File: config.mk
export PLATFORM = sky130hd
export DESIGN_NAME = filter_peak_detector
export DESIGN_NICKNAME = d
export VERILOG_FILES = /design/src/rtl/filter_peak_detector.sv
export SDC_FILE = /design/constraint.sdc
export NUM_CORES = 1
export LEC_CHECK = 0
export ABC_AREA = 0
export CAP_MARGIN = 20
export CORE_MARGIN = 5
export CORE_UTILIZATION = 35
export CTS_CLUSTER_DIAMETER = 200
export DETAILED_ROUTE_END_ITERATION = 8
export PLACE_DENSITY = 0.61
export SETUP_SLACK_MARGIN = 0.2
export SLEW_MARGIN = 20
export SYNTH_ARGS = -nofsm -noshare
export SYNTH_HDL_FRONTEND = slang
export SYNTH_SLANG_ARGS = --single-unit
File: constraint.sdc
create_clock -name clk -period 3.3 [get_ports clk]
set_clock_uncertainty 0.1 [all_clocks]
set_input_delay 0.66 -clock clk [delete_from_list [all_inputs] [get_ports clk]]
set_output_delay 0.66 -clock clk [all_outputs]
set_load 0.02 [all_outputs]
File: src/rtl/filter_peak_detector.sv
// Threshold-crossing pulse detector on the shaping-filter output: tracks pulse maximum and
// emits {amplitude, timestamp, width} records. Optional pile-up rejection: PEAK_PILEUP_REJECT_EN.
module filter_peak_detector #(
    parameter int unsigned DATA_W    = 20,
    parameter int unsigned TS_W      = 32,
    parameter int unsigned W_W       = 8,
    parameter int unsigned MIN_WIDTH = 3,
    parameter int unsigned HOLDOFF   = 16,
    parameter int unsigned MAX_WIDTH = 64
) (
    input  logic              clk,
    input  logic              reset,
    input  logic [DATA_W-1:0] filter_data,
    input  logic [DATA_W-1:0] thr,
    input  logic              peak_ready,
    output logic              peak_valid,
    output logic [DATA_W-1:0] peak_amp,
    output logic [TS_W-1:0]   peak_time,
    output logic [W_W-1:0]    peak_width,
    output logic              busy,
    output logic [7:0]        lost_cnt,
    output logic [7:0]        pileup_cnt
);

`ifdef PEAK_PILEUP_REJECT_EN
    localparam bit PILEUP_EN = 1'b1;
`else
    localparam bit PILEUP_EN = 1'b0;
`endif

    localparam logic [W_W-1:0] WIDTH_SAT = {W_W{1'b1}};
    localparam logic [7:0]     CNT_SAT   = 8'hFF;

    typedef enum logic [1:0] {
        S_IDLE = 2'd0,
        S_RISE = 2'd1,
        S_HOLD = 2'd2
    } state_t;

    state_t                    r_state;
    logic signed [DATA_W-1:0]  r_d;
    logic signed [DATA_W-1:0]  r_d_prev;
    logic signed [DATA_W-1:0]  r_thr;
    logic signed [DATA_W-1:0]  r_max;
    logic [TS_W-1:0]           r_ts;
    logic [TS_W-1:0]           r_tmax;
    logic [W_W-1:0]            r_width;
    logic [W_W-1:0]            r_hold;
    logic                      r_busy;
    logic                      r_peak_valid;
    logic [DATA_W-1:0]         r_peak_amp;
    logic [TS_W-1:0]           r_peak_time;
    logic [W_W-1:0]            r_peak_width;
    logic [7:0]                r_lost_cnt;
    logic [7:0]                r_pileup_cnt;

    logic w_above;
    logic w_prev_above;
    logic w_slot_free;
    logic w_short;
    logic w_pile;

    assign w_above      = r_d > r_thr;
    assign w_prev_above = r_d_prev > r_thr;
    assign w_slot_free  = !r_peak_valid || peak_ready;
    assign w_short      = r_width < W_W'(MIN_WIDTH);
    // Width never decreases within a pulse, so checking it at pulse end is enough.
    assign w_pile       = PILEUP_EN && (r_width > W_W'(MAX_WIDTH));

    always_ff @(posedge clk) begin
        if (!reset) begin
            r_state      <= S_IDLE;
            r_d          <= '0;
            r_d_prev     <= '0;
            r_thr        <= '0;
            r_max        <= '0;
            r_ts         <= '0;
            r_tmax       <= '0;
            r_width      <= '0;
            r_hold       <= '0;
            r_busy       <= 1'b0;
            r_peak_valid <= 1'b0;
            r_peak_amp   <= '0;
            r_peak_time  <= '0;
            r_peak_width <= '0;
            r_lost_cnt   <= '0;
            r_pileup_cnt <= '0;
        end else begin
            r_ts     <= r_ts + TS_W'(1);
            r_d      <= filter_data;
            r_thr    <= thr;
            r_d_prev <= r_d;

            // A record load below overrides this drop, giving back-to-back transfers.
            if (r_peak_valid && peak_ready) begin
                r_peak_valid <= 1'b0;
            end

            case (r_state)
                S_IDLE: begin
                    if (w_above && !w_prev_above) begin
                        r_state <= S_RISE;
                        r_busy  <= 1'b1;
                        r_max   <= r_d;
                        r_tmax  <= r_ts;
                        r_width <= W_W'(1);
                    end
                end
                S_RISE: begin
                    if (w_above) begin
                        if (r_width != WIDTH_SAT) begin
                            r_width <= r_width + W_W'(1);
                        end
                        if (r_d > r_max) begin
                            r_max  <= r_d;
                            r_tmax <= r_ts;
                        end
                    end else begin
                        r_state <= S_HOLD;
                        r_hold  <= W_W'(HOLDOFF);
                        if (w_pile) begin
                            if (r_pileup_cnt != CNT_SAT) begin
                                r_pileup_cnt <= r_pileup_cnt + 8'd1;
                            end
                        end else if (!w_short) begin
                            if (w_slot_free) begin
                                r_peak_valid <= 1'b1;
                                r_peak_amp   <= r_max;
                                r_peak_time  <= r_tmax;
                                r_peak_width <= r_width;
                            end else if (r_lost_cnt != CNT_SAT) begin
                                r_lost_cnt <= r_lost_cnt + 8'd1;
                            end
                        end
                    end
                end
                S_HOLD: begin
                    if (r_hold == '0) begin
                        r_state <= S_IDLE;
                        r_busy  <= 1'b0;
                    end else begin
                        r_hold <= r_hold - W_W'(1);
                    end
                end
                default: begin
                    r_state <= S_IDLE;
                    r_busy  <= 1'b0;
                end
            endcase
        end
    end

    assign peak_valid = r_peak_valid;
    assign peak_amp   = r_peak_amp;
    assign peak_time  = r_peak_time;
    assign peak_width = r_peak_width;
    assign busy       = r_busy;
    assign lost_cnt   = r_lost_cnt;
    assign pileup_cnt = r_pileup_cnt;

endmodule
==> impl_metrics.tcl <==
set metrics [dict create \
    outcome "finished clean" \
    drc 0 \
    cap_viol_max_count 0 \
    arrival_ns 3.34 \
    reg2reg_slack_ns 0.30 \
    final_common_cell "dfxtp_1" \
    initial_core_util_pct 35.5 \
    root_buffer "clkbuf_16" \
    ant_nets 0 \
    cp_max_fo 23 \
    synth_seq_area_share_pct 47.1 \
    worstRegToRegCells 11 \
    critPathRequiredTime_ns 3.63 \
    antenna_found_initial 0 \
    cpPeakStageDelay_ns 0.38 \
    overflow 0 \
    grt_use_total_pct 14.1 \
    cts_sinks 232 \
    ir_drop_mv 0.320 \
    min_from "r_ts[0]" \
    syn_avg_cell_area_um2 9.07 \
    placed_area_um2 11400 \
    relSlewSlack_pct 58.4 \
    syn2layout_area_growth_pct 25.8 \
    cts_hold_buf 0 \
    die-area_um2 31600 \
    crit_buf_inv 2 \
    fp.dieW_um 178 \
    synth-edff-count 0 \
    dp_slack_ns 0.248 \
    max_freq_ghz 0.333 \
    avgViaCountPerCell 4.78 \
    syn_inst 1087 \
    worst_pin_slew_ns 0.618 \
    vias 7637 \
    most-common-layout-cells "dfxtp_1, nand2_1, clkdlybuf4s50_1" \
    ios 121 \
    leakagePower_nw 4.91 \
    holdCritPathClass "reg2reg" \
    gp_congestion 0.788 \
    async_flop_share_pct 0 \
    finalWirelength_mm 23.6 \
    cts.reportedPaths.clkPinSlew_ns 0.06 \
    yosys.area.top_type_share_pct 47.1 \
    htreeDepth 1 \
    synth_ff_type "dfxtp_1" \
    synth_top_area_cell "dfxtp_1" \
    cts_buffer_depth 3 \
    ys_warn_count 0 \
    path_cells "ha_1 > and4_1 > and4bb_1 > a21boi_1 > a2111o_1 > or3_1 > nand4_1 > buf_6 > buf_12 > nand3_1 > o21ai_0" \
    slew_viol_final 0 \
    cts_buffers 26 \
    cts_tree "done" \
    fin_crit_ns 3.00 \
    p_per_area_nw_per_um2 529 \
    setup_tns_ns 0 \
    grt_pass1_vias 7376 \
    hpwl_mm 16.0 \
    drt_iter0_drc 383 \
    grt_pass1_wl_mm 36.9 \
    rsz0062_at_grt "false" \
    r2r_end "peak_time[18]" \
    endpoint_kind "flop" \
    row_count 61 \
    grt_start_max_net_pins 70 \
    critPathTopFamily "simple AND/OR/NAND/NOR gates" \
    crit_type "reg2reg" \
    ys_seq_elements 232 \
    clock_latency_ns 0.52 \
    diodes 0 \
    stdcell_area_um2 12400 \
    avgRoutedWirePerCell_um 14.8 \
    ys_top_cells_by_area "dfxtp_1, ha_1, mux2i_1" \
    synthesis.area_um2 9860 \
    hold_viol_final 0 \
    holdPathStages 1 \
    fin_ws_ns 0.298 \
    post-route-period-util_pct 91.0 \
    finalSetupViolations 0 \
    r2r-start "r_d[11]" \
    hold_end "r_ts[0]" \
    hold_slack_ns 0.366 \
    ys_types 55 \
    io_buffers 112 \
    drt_first_pass_iters 4 \
    drive_gt1_share_pct 7.22 \
    worstSetupStartpointType "flop" \
    core_um2 27800 \
    fp.dieH_um 178 \
    slowest_stage "or3_1" \
    fin_nets 1309 \
    fillers 2705 \
]
## cell families after synthesis
kind of cell,Yosys count,synth area share [%]
muxes,59,6.00
adders and majority gates,65,8.25
AOI/OAI and AO/OA,154,9.25
buffers and inverters,135,6.31
and+or+nand+nor,411,20.4
xor gates and xnor gates,30,2.67
other,1,0.0380
DFF,232,47.1
## cell usage after synthesis (17+ instances only)
cell type,n
clkbuf_1,35
nand4_1,22
nand2_1,147
nor2_1,53
xor2_1,19
nand3_1,84
o21ai_0,77
buf_4,17
inv_1,71
dfxtp_1,232
a21oi_1,36
ha_1,65
mux2i_1,58
and2_1,46
## state kept, by name, summed over array words and instances, names as in the netlist
register / count
r_d: 20
r_width: 8
lost_cnt: 8
r_d_prev: 20
r_ts: 32
r_hold: 8
peak_time: 32
peak_width: 8
peak_valid: 1
r_tmax: 32
r_state: 2
r_max: 20
peak_amp: 20
busy: 1
r_thr: 20
## what timing repair did
action | CTS | global route
setup endpoints to repair | 0 | 117
setup buffers | 0 | 5
resized for setup | 0 | 10
## metrics by stage
step | util, % | std cells | power, mW
3_5_place_dp | 40.9 | 1542 | 3.71
5_1_grt | 44.7 | 1597 | 6.84
2_1_floorplan | - | 1094 | 3.50
3_3_place_gp | 40.9 | 1542 | 3.71
6_report | 44.7 | 1597 | 6.56
4_1_cts | 44.0 | 1588 | 6.56
## report_power, final
group	switching (mW)	internal, mW
clock	1.13	1.70
combinational	0.410	0.376
sequential	0.0570	2.88
total	1.60	4.96
## layout make-up
| class | instances | area (um^2) | area share (%) |
|---|---|---|---|
| inverter | 72 | 270 | 2.18 |
| multi-input combinational | 727 | 4650 | 37.5 |
| sequential | 232 | 4640 | 37.4 |
| clock buffer | 39 | 781 | 6.29 |
| clock inverter | 7 | 66.3 | 0.535 |
| timing repair buffer | 142 | 1520 | 12.3 |
| tap | 378 | 473 | 3.81 |
## metal layers
layer / vias to the layer above / GRT usage, % / share of wire [%]
li1: 3920 / - / -
met1: 3561 / 18.4 / 48
met2: 119 / 23.7 / 46
met3: 37 / 3.20 / 4.9
met4: 0 / 3.67 / 2.1
met5: - / 0 / 0
## worst max-delay path by stage
stage,startpoint,slack [ns],cells after the start,to
2_1_floorplan,r_thr[7],0.52,12,r_max[0]
3_3_place_gp,r_d[10],0.29,10,peak_time[6]
3_5_place_dp,r_thr[11],0.25,11,peak_time[13]
4_1_cts,r_thr[11],0.22,11,peak_amp[14]
5_1_grt,r_thr[7],0.19,13,r_max[1]
6_report,r_d[11],0.30,11,peak_time[18]
Note: power is estimated with default switching activity, not from simulation.
